**config.mk**
```make
export PLATFORM = sky130hd
export DESIGN_NAME = clk_div_bank
export DESIGN_NICKNAME = d
export VERILOG_FILES = /design/src/rtl/clk_div_pkg.sv /design/src/rtl/clk_div_chan.sv /design/src/rtl/clk_div_bank.sv
export SDC_FILE = /design/constraint.sdc
export NUM_CORES = 1
export LEC_CHECK = 0
export ABC_AREA = 0
export BUFFER_PORTS_ARGS = -buffer_cell sky130_fd_sc_hd__buf_2
export CAP_MARGIN = 5
export CORE_ASPECT_RATIO = 1.5
export CORE_UTILIZATION = 50
export CTS_BUF_LIST = sky130_fd_sc_hd__clkbuf_4
export CTS_CLUSTER_SIZE = 25
export DETAILED_ROUTE_END_ITERATION = 12
export GPL_ROUTABILITY_DRIVEN = 0
export PLACE_DENSITY = 0.69
export RECOVER_POWER = 25
export SLEW_MARGIN = 15
export SYNTH_ARGS = -nofsm -noshare
export SYNTH_HDL_FRONTEND = slang
export SYNTH_SLANG_ARGS = --single-unit
```
**constraint.sdc**
```tcl
create_clock -name CLK100MHZ -period 6.5 [get_ports CLK100MHZ]
set_input_delay 1.3 -clock CLK100MHZ [delete_from_list [all_inputs] [get_ports CLK100MHZ]]
set_output_delay 1.3 -clock CLK100MHZ [all_outputs]
set_load 0.01 [all_outputs]
```
**src/rtl/clk_div_pkg.sv**
```systemverilog
// Shared constants for the clock divider bank: default counter width and
// divisor values for the common output frequencies from a 100 MHz clock.
package clk_div_pkg;

  localparam int DIV_W_DEFAULT = 27;

  // Divisor = output period in 100 MHz cycles
  localparam int unsigned DIV_50MHZ  = 2;
  localparam int unsigned DIV_10MHZ  = 10;
  localparam int unsigned DIV_1MHZ   = 100;
  localparam int unsigned DIV_100KHZ = 1_000;
  localparam int unsigned DIV_10KHZ  = 10_000;
  localparam int unsigned DIV_1KHZ   = 100_000;
  localparam int unsigned DIV_100HZ  = 1_000_000;
  localparam int unsigned DIV_10HZ   = 10_000_000;
  localparam int unsigned DIV_1HZ    = 100_000_000;

  // Smallest divisor that still yields a square wave (one high, one low cycle)
  localparam int unsigned DIV_MIN = 2;

endpackage

```
**src/rtl/clk_div_chan.sv**
```systemverilog
// One divider channel: counter, active/pending divisor and registered output.
// Optional tick output is built only when CLK_DIV_TICK_EN is defined.
module clk_div_chan
  import clk_div_pkg::*;
#(
  parameter int          DIV_W       = DIV_W_DEFAULT,
  parameter int unsigned DIV_DEFAULT = DIV_1KHZ
) (
  input  logic             clk,
  input  logic             rst,
  input  logic             en,
  input  logic             sync,
  input  logic             load,
  input  logic [DIV_W-1:0] load_div,
  output logic             pending,
  output logic             clk_out
`ifdef CLK_DIV_TICK_EN
  ,
  output logic             tick
`endif
);

  logic [DIV_W-1:0] ctr;
  logic [DIV_W-1:0] div_act;
  logic [DIV_W-1:0] div_pend;
  logic [DIV_W-1:0] ctr_inc;
  logic             wrap;

  assign ctr_inc = ctr + 1'b1;
  assign wrap    = sync || (ctr == div_act - 1'b1);

  always_ff @(posedge clk) begin
    if (rst) begin
      ctr      <= DIV_W'(DIV_DEFAULT - 1);
      div_act  <= DIV_W'(DIV_DEFAULT);
      div_pend <= DIV_W'(DIV_DEFAULT);
      pending  <= 1'b0;
      clk_out  <= 1'b0;
    end else begin
      if (!en) begin
        // Idle channel parks at the last count so enabling rises immediately
        clk_out <= 1'b0;
        if (pending) begin
          div_act <= div_pend;
          ctr     <= div_pend - 1'b1;
          pending <= 1'b0;
        end else begin
          ctr <= div_act - 1'b1;
        end
      end else if (wrap) begin
        ctr     <= '0;
        clk_out <= 1'b1;
        if (pending) begin
          div_act <= div_pend;
          pending <= 1'b0;
        end
      end else begin
        ctr     <= ctr_inc;
        clk_out <= (ctr_inc < (div_act >> 1));
      end
      // A load is only offered while nothing is pending, so it never races an apply
      if (load && !pending) begin
        div_pend <= load_div;
        pending  <= 1'b1;
      end
    end
  end

`ifdef CLK_DIV_TICK_EN
  always_ff @(posedge clk) begin
    if (rst) begin
      tick <= 1'b0;
    end else begin
      tick <= en && wrap;
    end
  end
`endif

endmodule

```
**src/rtl/clk_div_bank.sv**
```systemverilog
// N-channel runtime-programmable clock divider bank with a valid/ready config port.
// Define CLK_DIV_TICK_EN to add the per-channel tick_out clock-enable pulses.
module clk_div_bank
  import clk_div_pkg::*;
#(
  parameter int          N_CH        = 4,
  parameter int          DIV_W       = DIV_W_DEFAULT,
  parameter int unsigned DIV_DEFAULT = DIV_1KHZ,
  localparam int         CH_W        = (N_CH > 1) ? $clog2(N_CH) : 1
) (
  input  logic              CLK100MHZ,
  input  logic              RST,
  input  logic [N_CH-1:0]   en,
  input  logic              sync,
  input  logic              cfg_valid,
  output logic              cfg_ready,
  input  logic [CH_W-1:0]   cfg_chan,
  input  logic [DIV_W-1:0]  cfg_div,
  output logic              cfg_err,
  output logic [N_CH-1:0]   pending,
  output logic [N_CH-1:0]   clk_out
`ifdef CLK_DIV_TICK_EN
  ,
  output logic [N_CH-1:0]   tick_out
`endif
);

  // Handshake: a load transfers in any cycle where cfg_valid && cfg_ready.
  // Requests to a channel still holding a pending divisor are stalled;
  // requests to a nonexistent channel are always accepted (and rejected).
  logic chan_ok;
  logic div_ok;
  logic accept;
  logic legal;

  always_comb begin
    chan_ok   = int'(cfg_chan) < N_CH;
    div_ok    = cfg_div >= DIV_W'(DIV_MIN);
    cfg_ready = 1'b1;
    for (int i = 0; i < N_CH; i++) begin
      if (cfg_chan == CH_W'(i)) cfg_ready = !pending[i];
    end
  end

  assign accept = cfg_valid && cfg_ready;
  assign legal  = chan_ok && div_ok;

  always_ff @(posedge CLK100MHZ) begin
    if (RST) begin
      cfg_err <= 1'b0;
    end else begin
      cfg_err <= accept && !legal;
    end
  end

  for (genvar g = 0; g < N_CH; g++) begin : g_chan
    logic load;
    assign load = accept && legal && (cfg_chan == CH_W'(g));

    clk_div_chan #(
      .DIV_W       (DIV_W),
      .DIV_DEFAULT (DIV_DEFAULT)
    ) u_chan (
      .clk      (CLK100MHZ),
      .rst      (RST),
      .en       (en[g]),
      .sync     (sync),
      .load     (load),
      .load_div (cfg_div),
      .pending  (pending[g]),
      .clk_out  (clk_out[g])
`ifdef CLK_DIV_TICK_EN
      ,
      .tick     (tick_out[g])
`endif
    );
  end

endmodule
```
==> run_results.csv, run 1 <==
group,metric,value,unit
setup_path,crit_fanout,27,
cells_and_area,layout_commonest_cell,"nor2_1",
pwr,p_int,3.23,mW
detailed_routing,wirelength,75700,µm
yosys,syn-num-nets,3161,
pwr,combPwrFrac,12.8,%
setup_path,cp_data_required_time,7.25,ns
setup_path,cp-end-kind,"flop",
floorplan,die_h,271,µm
pwr,switching_share,30.2,%
timing,setup_tns,0,ns
setup_path,slowest_stage,"nor3_1",
yosys,synth-main-ff-cell,"dfxtp_1",
floorplan,floorplan.rows,98,
yosys,synth-warning-count,0,
timing,hold_viol_final,0,
timing,skew,0.0727,ns
clocking,postCtsSetupBuffers,0,
yosys,synth_edf_count,0,
setup_path,cp_num_buf_inv,0,
yosys,netlist_instances,3012,
timing,max_slew.worst_pin.slew,1.99,ns
global_routing,grtUsageTotal,30.5,%
yosys,yosysSeqAreaShare,27.7,%
setup_path,critPathArrivalTime,5.80,ns
clocking,cts_sinks,333,
pwr,power,4.63,mW
timing,period_share,77.8,%
clocking,root_buffer,"clkbuf_4",
setup_path,critPathTopFamily,"simple AND/OR/NAND/NOR gates",
cells_and_area,fillers,4522,
floorplan,start_util,50.5,%
timing,setup_violations,0,
clocking,clock_latency,0.86,ns
floorplan,dieArea,0.0490,mm²
cells_and_area,multi_input_area,0.0160,mm²
global_routing,antenna_found_initial,2,
floorplan,io_pins,47,
detailed_routing,drt-initial-drc-count,1859,
pwr,leakage,9.90,nW
yosys,synthArstFlopShare,0,%
detailed_routing,wl_per_cell,20.8,µm
timing,slew_viol_final,165,
clocking,cts_made_buffers,86,
floorplan,coreArea,0.0476,mm²
yosys,synth_top_area_share,27.7,%
placement,dpl.hpwl,56200,µm
cells_and_area,regArea,0.00667,mm²
detailed_routing,antenna_left,0,
hold_path,hp-class,"reg2reg",
cells_and_area,layout-drive-gt1-share,7.75,%
yosys,synth_top_area_cell,"dfxtp_1",
clocking,cts.clk_slew.worst_paths,0.06,ns
setup_path,path_cells,"nor3_1 > nand4_1 > mux2i_1 > a2111o_1 > a2111o_1 > or4_1 > or4_4 > a21oi_4 > mux2i_1",
detailed_routing,drc,0,
clocking,cts_buffer_depth,3,
run_status,violations,"capacitance limit, slew limit",
global_routing,grt_pass1_wl,119000,µm
global_routing,grt_pass1_vias,22200,
global_routing,grt_max_degree,105,
pwr,clkPwrFrac,39.9,%
timing,period_minus_slack,5.06,ns
yosys,synth_area,0.0240,mm²
yosys,syn_avg_cell_area,7.98,µm²
detailed_routing,drt-vias-per-instance,6.18,
clocking,cts_tree,"built",
yosys,synthTopCellsByArea,"dfxtp_1 (28%), xnor2_1 (9.4%), mux2i_1 (9.3%), ha_1 (5.8%), nor2_1 (5.4%)",
run_status,status,"finished, violations left",
detailed_routing,firstDrtPassIters,6,
pwr,pwr-share-seq,47.3,%
clocking,cts_max_level,3,
detailed_routing,vias,22500,
global_routing,grt_overflow,0,
job,maxCapViolations,5,
floorplan,die_x,181,µm
setup_path,worst-setup-path-type,"reg2reg",
cells_and_area,final_nets,3114,
setup_path,startpoint_type,"flop",
pwr,power_density,182,mW/mm²
clocking,postCtsHoldBufs,0,
yosys,ys_ff_latch,333,
timing,slew_headroom,-32.8,%
timing,fmax,198,MHz
cells_and_area,layout_common_cells,"nor2_1 (348), dfxtp_1 (331), nand2_1 (315), xnor2_1 (257), mux2i_1 (224)",
setup_path,max_stage_delay,0.93,ns
placement,portBuffers,46,
pwr,p_sw,1.40,mW
cells_and_area,syn2layout_area_growth,5.60,%
timing,rsz0062_at_grt,"false",
yosys,synth.distinct_cells,86,
clocking,post_cts_resized,0,
pwr,vdd_drop_max,0.000178,V
## registers in the layout (all words and copies together) (netlist names)
register	count
g_chan.u_chan.ctr	108
g_chan.u_chan.pending	4
g_chan.u_chan.clk_out	4
g_chan.u_chan.div_act	108
g_chan.u_chan.div_pend	108
cfg_err	1
## metrics by stage
stage | instance area (µm²) | hold WS [ns] | cells | util, % | worst slack (ns)
after global routing | 25400 | 0.520 | 3635 | 53.4 | 1.15
final | 25400 | 0.492 | 3636 | 53.4 | 1.44
after global placement | 24300 | 0.474 | 3477 | 51.1 | 1.65
after detailed placement | 24300 | 0.490 | 3477 | 51.1 | 1.56
after CTS | 25400 | 0.481 | 3632 | 53.4 | 1.53
after floorplan | 24000 | 0.443 | 3012 | - | 2.48
## logic make-up (layout without fill, tap and decap cells)
group | after synthesis | in the layout | synth area share (%)
xor+xnor | 358 | 358 | 13.7
mux | 232 | 232 | 9.75
simple gates | 1187 | 1187 | 23.9
other cells | 0 | 4 | 0
flops | 333 | 333 | 27.7
buf+inv | 337 | 357 | 5.78
fa+ha+maj | 112 | 112 | 5.83
compound gates | 453 | 453 | 13.3
## Yosys cell counts, types with 22 or more instances
cell / instances
mux2i_1: 224
ha_1: 112
a21oi_1: 110
nor3_1: 85
xor2_1: 89
xnor2_1: 257
a211oi_1: 43
nor2_1: 349
and3_1: 43
clkbuf_1: 149
or4_1: 22
nand4_1: 61
inv_1: 132
nand3_1: 93
o21ai_0: 57
dfxtp_1: 333
nand2_1: 315
nor4_1: 75
a221o_1: 23
## worst min-delay path, stage by stage, from the launching register on
cell and delay, ns:
dfxtp_1 0.33, nand2_1 0.06, mux2i_1 0.05
## worst paths after layout
check        slack (ns)                           end  depth (start not counted)                     startpoint
max                1.44  g_chan[2].u_chan.div_act[18]                          9    g_chan[2].u_chan.div_act[3]
min                0.49  g_chan[2].u_chan.div_act[26]                          2  g_chan[2].u_chan.div_pend[26]
max reg2reg        1.44  g_chan[2].u_chan.div_act[18]                          9    g_chan[2].u_chan.div_act[3]
min reg2reg        0.49  g_chan[2].u_chan.div_act[26]                          2  g_chan[2].u_chan.div_pend[26]
## cell type report
class	count	share of cell area, %
Timing Repair Buffer	63	1.35
Inverter	139	2.07
Clock buffer	122	3.61
Multi-Input combinational cell	2342	63.1
Antenna cell	4	0.0394
Tap cell	600	2.96
Sequential cell	333	26.3
Clock inverter	33	0.646
## power groups by stage
stage	logic, mW	clock network [mW]	registers, mW
floorplan	0.440	0	2.19
global placement	0.569	0	2.23
detailed placement	0.581	0	2.23
CTS	0.584	1.89	2.19
global route	0.648	1.99	2.20
finish	0.595	1.85	2.19
## layer usage
metal  part of all wire, %  up-vias  global-route usage (%)
met1                    36    10600                    31.9
met2                    49      935                    54.3
met3                   6.1      319                    5.21
met4                   7.9        0                    23.1
li1                      -    10600                       -
met5                     0        -                       0
Note: power is estimated with default switching activity, not from simulation.
==> run 2, diff against run 1 <==
--- a/config.mk
+++ b/config.mk
@@ -14,7 +14,7 @@
 export CTS_CLUSTER_SIZE = 25
 export DETAILED_ROUTE_END_ITERATION = 12
 export GPL_ROUTABILITY_DRIVEN = 0
-export PLACE_DENSITY = 0.69
+export PLACE_DENSITY = 0.71
 export RECOVER_POWER = 25
 export SLEW_MARGIN = 15
 export SYNTH_ARGS = -nofsm -noshare
==> constraint.sdc (replaced) <==
create_clock -name CLK100MHZ -period 4.45 [get_ports CLK100MHZ]
set_input_delay 0.89 -clock CLK100MHZ [delete_from_list [all_inputs] [get_ports CLK100MHZ]]
set_output_delay 0.89 -clock CLK100MHZ [all_outputs]
set_load 0.01 [all_outputs]
==> run 2 against run 1 <==
Effect of this change: total power is 45% higher; die area stayed put; critical endpoint is now g_chan[2].u_chan.div_act[9]; register-to-register slack worse by 1.2 ns; highest routed layer is now met5; the run still ends with capacitance limit, slew limit left; critical path depth is 4 higher; clock skew is 0.0085 ns lower; worst setup slack worse by 1.2 ns; first-iteration DRC count is 0.11% higher; critical path type unchanged; combinational power is 49% higher; clock-buffer cell count is 2 higher; routed wire length is 4.7% higher.
==> run_results.csv, run 2 (same netlist as run 1, synthesis figures left out) <==
group,metric,value,unit
timing,setup_tns,0,ns
global_routing,grt.met3_usage,6.15,%
placement,portBuffers,46,
floorplan,io_pins,47,
run_status,violations,"capacitance limit, slew limit",
detailed_routing,drt-initial-drc-count,1861,
floorplan,dieArea,0.0490,mm²
global_routing,antenna_found_initial,5,
cells_and_area,final_nets,3140,
timing,period_minus_slack,4.23,ns
timing,max_slew.worst_pin.slew,2.07,ns
floorplan,floorplan.rows,98,
timing,setup_violations,0,
global_routing,grt_overflow,0,
global_routing,grtUsageTotal,32.3,%
setup_path,cp-end-kind,"flop",
global_routing,grt_use_met1,33.5,%
clocking,postCtsHoldBufs,0,
cells_and_area,layout-drive-gt1-share,8.53,%
timing,fmax,237,MHz
global_routing,grt-busiest-layer,"met2",
hold_path,hp-start,"en[1]",
pwr,leakage,10.0,nW
setup_path,critPathArrivalTime,4.91,ns
setup_path,reg2reg_depth,13,
floorplan,coreArea,0.0476,mm²
hold_path,hold_path_depth,2,
cells_and_area,layout_commonest_cell,"nor2_1",
global_routing,grt_pass1_wl,124000,µm
setup_path,cp_data_required_time,5.14,ns
cells_and_area,layout_common_cells,"nor2_1 (349), dfxtp_1 (330), nand2_1 (315), xnor2_1 (257), mux2i_1 (224)",
clocking,cts_sinks,333,
detailed_routing,antenna_left,0,
detailed_routing,vias,23000,
clocking,cts_max_level,3,
clocking,cts_tree,"built",
clocking,root_buffer,"clkbuf_4",
detailed_routing,drt-vias-per-instance,6.30,
job,maxCapViolations,3,
pwr,p_int,4.72,mW
pwr,pwr-share-seq,47.4,%
pwr,vdd_drop_max,0.000213,V
clocking,cts_made_buffers,84,
global_routing,grt_max_degree,86,
pwr,clkPwrFrac,39.4,%
floorplan,start_util,50.5,%
global_routing,grt_util_met2,57.7,%
setup_path,r2r-end,"g_chan[2].u_chan.div_act[9]",
floorplan,die_x,181,µm
run_status,status,"finished, violations left",
pwr,combPwrFrac,13.2,%
timing,rsz0062_at_grt,"false",
timing,hold_viol_final,0,
floorplan,die_h,271,µm
setup_path,rrSetupSlack,0.22,ns
placement,place_inst,3505,
global_routing,grt_pass1_vias,22600,
hold_path,whs_endpoint,"g_chan[1].u_chan.ctr[9]",
placement,dpl.hpwl,57300,µm
cells_and_area,largestRegisters,"g_chan.u_chan.ctr: 108 flops, g_chan.u_chan.div_act: 108 flops, g_chan.u_chan.div_pend: 108 flops",
detailed_routing,wl_per_cell,21.7,µm
setup_path,rr_startpoint,"g_chan[2].u_chan.div_act[0]",
setup_path,startpoint_type,"flop",
cells_and_area,final-instance-count-excl-fill,3649,
pwr,power_density,263,mW/mm²
clocking,cts.clk_slew.worst_paths,0.07,ns
hold_path,hp-class,"in2reg",
setup_path,crit_fanout,15,
detailed_routing,firstDrtPassIters,6,
timing,skew,0.0642,ns
timing,slew_headroom,-37.8,%
clocking,clock_latency,0.82,ns
pwr,switching_share,29.9,%
timing,period_share,95.0,%
clocking,cts_buffer_depth,3,
cells_and_area,syn2layout_area_growth,6.32,%
pwr,p_sw,2.01,mW
setup_path,worst-setup-path-type,"reg2reg",
detailed_routing,drc,0,
detailed_routing,wirelength,79200,µm
timing,slew_viol_final,87,
-- run 2: cell count changes in the layout (fill, tap and decap cells not counted), moves of 2 or more --
cell and delta:
clkinv_2 -4, clkinv_1 -9, diode_2 -2, buf_4 +28
clkbuf_4 +2
-- run 2: layer usage --
layer  share of wire, %  vias up
met1                 36    10900
met3                6.7      415
met4                7.9        6
li1                   -    10700
met5              0.049        -
met2                 50     1055
-- run 2: worst max-delay path by stage --
stage / endpoint / start / slack, ns / depth (start not counted)
after floorplan: g_chan[2].u_chan.ctr[15] / g_chan[2].u_chan.div_act[0] / 0.43 / 14
after global placement: g_chan[2].u_chan.ctr[6] / g_chan[2].u_chan.div_act[2] / 0.28 / 10
after detailed placement: g_chan[2].u_chan.ctr[20] / g_chan[2].u_chan.div_act[0] / 0.15 / 12
after CTS: g_chan[2].u_chan.ctr[20] / g_chan[2].u_chan.div_act[0] / 0.14 / 12
after global routing: g_chan[2].u_chan.div_act[7] / g_chan[2].u_chan.div_act[0] / 0.04 / 13
final: g_chan[2].u_chan.div_act[9] / g_chan[2].u_chan.div_act[0] / 0.22 / 13
-- run 2: power by group through the flow --
stage	Sequential, mW	Combinational (mW)	Clock (mW)
after floorplan	3.20	0.643	0
after global placement	3.25	0.841	0
after detailed placement	3.25	0.860	0
after CTS	3.19	0.865	2.71
after global routing	3.20	0.962	2.85
final	3.19	0.888	2.66
-- run 2: metrics by stage --
| stage | utilization, % | total power, mW | hold slack [ns] | area, µm² | worst slack (ns) |
|---|---|---|---|---|---|
| floorplan | - | 3.84 | 0.443 | 24000 | 0.430 |
| global placement | 51.6 | 4.09 | 0.483 | 24500 | 0.279 |
| detailed placement | 51.6 | 4.12 | 0.492 | 24500 | 0.148 |
| CTS | 53.8 | 6.76 | 0.392 | 25600 | 0.142 |
| global route | 53.7 | 7.01 | 0.430 | 25600 | 0.0364 |
| finish | 53.7 | 6.73 | 0.458 | 25600 | 0.223 |
-- run 2: area by class of cell --
cell class                 count  area (µm²)
inverter                     139         527
tap                          600         751
fill                        4499       22000
clock buffer                 124         931
sequential                   333        6670
multi-input combinational   2342       16000
clock inverter                18        97.6
timing repair buffer          91         568
antenna                        2        5.00
-- run 2: critical path, cell delays in order (launching register included) --
cell	delay, ns
dfxtp_1	0.39
inv_1	0.09
ha_1	0.25
nor3b_2	0.48
nand4_1	0.20
buf_4	0.21
nor4_2	0.27
xnor3_1	0.22
nand4_1	0.09
or4_1	0.57
or4_4	0.63
a21oi_4	0.16
buf_4	0.30
mux2i_1	0.23
-- run 2: what timing repair did --
item                       in CTS  in global routing
setup endpoints to repair       0                 46
resized for setup               0                  2
hold endpoints to repair        0                  0
setup buffers                   0                  0
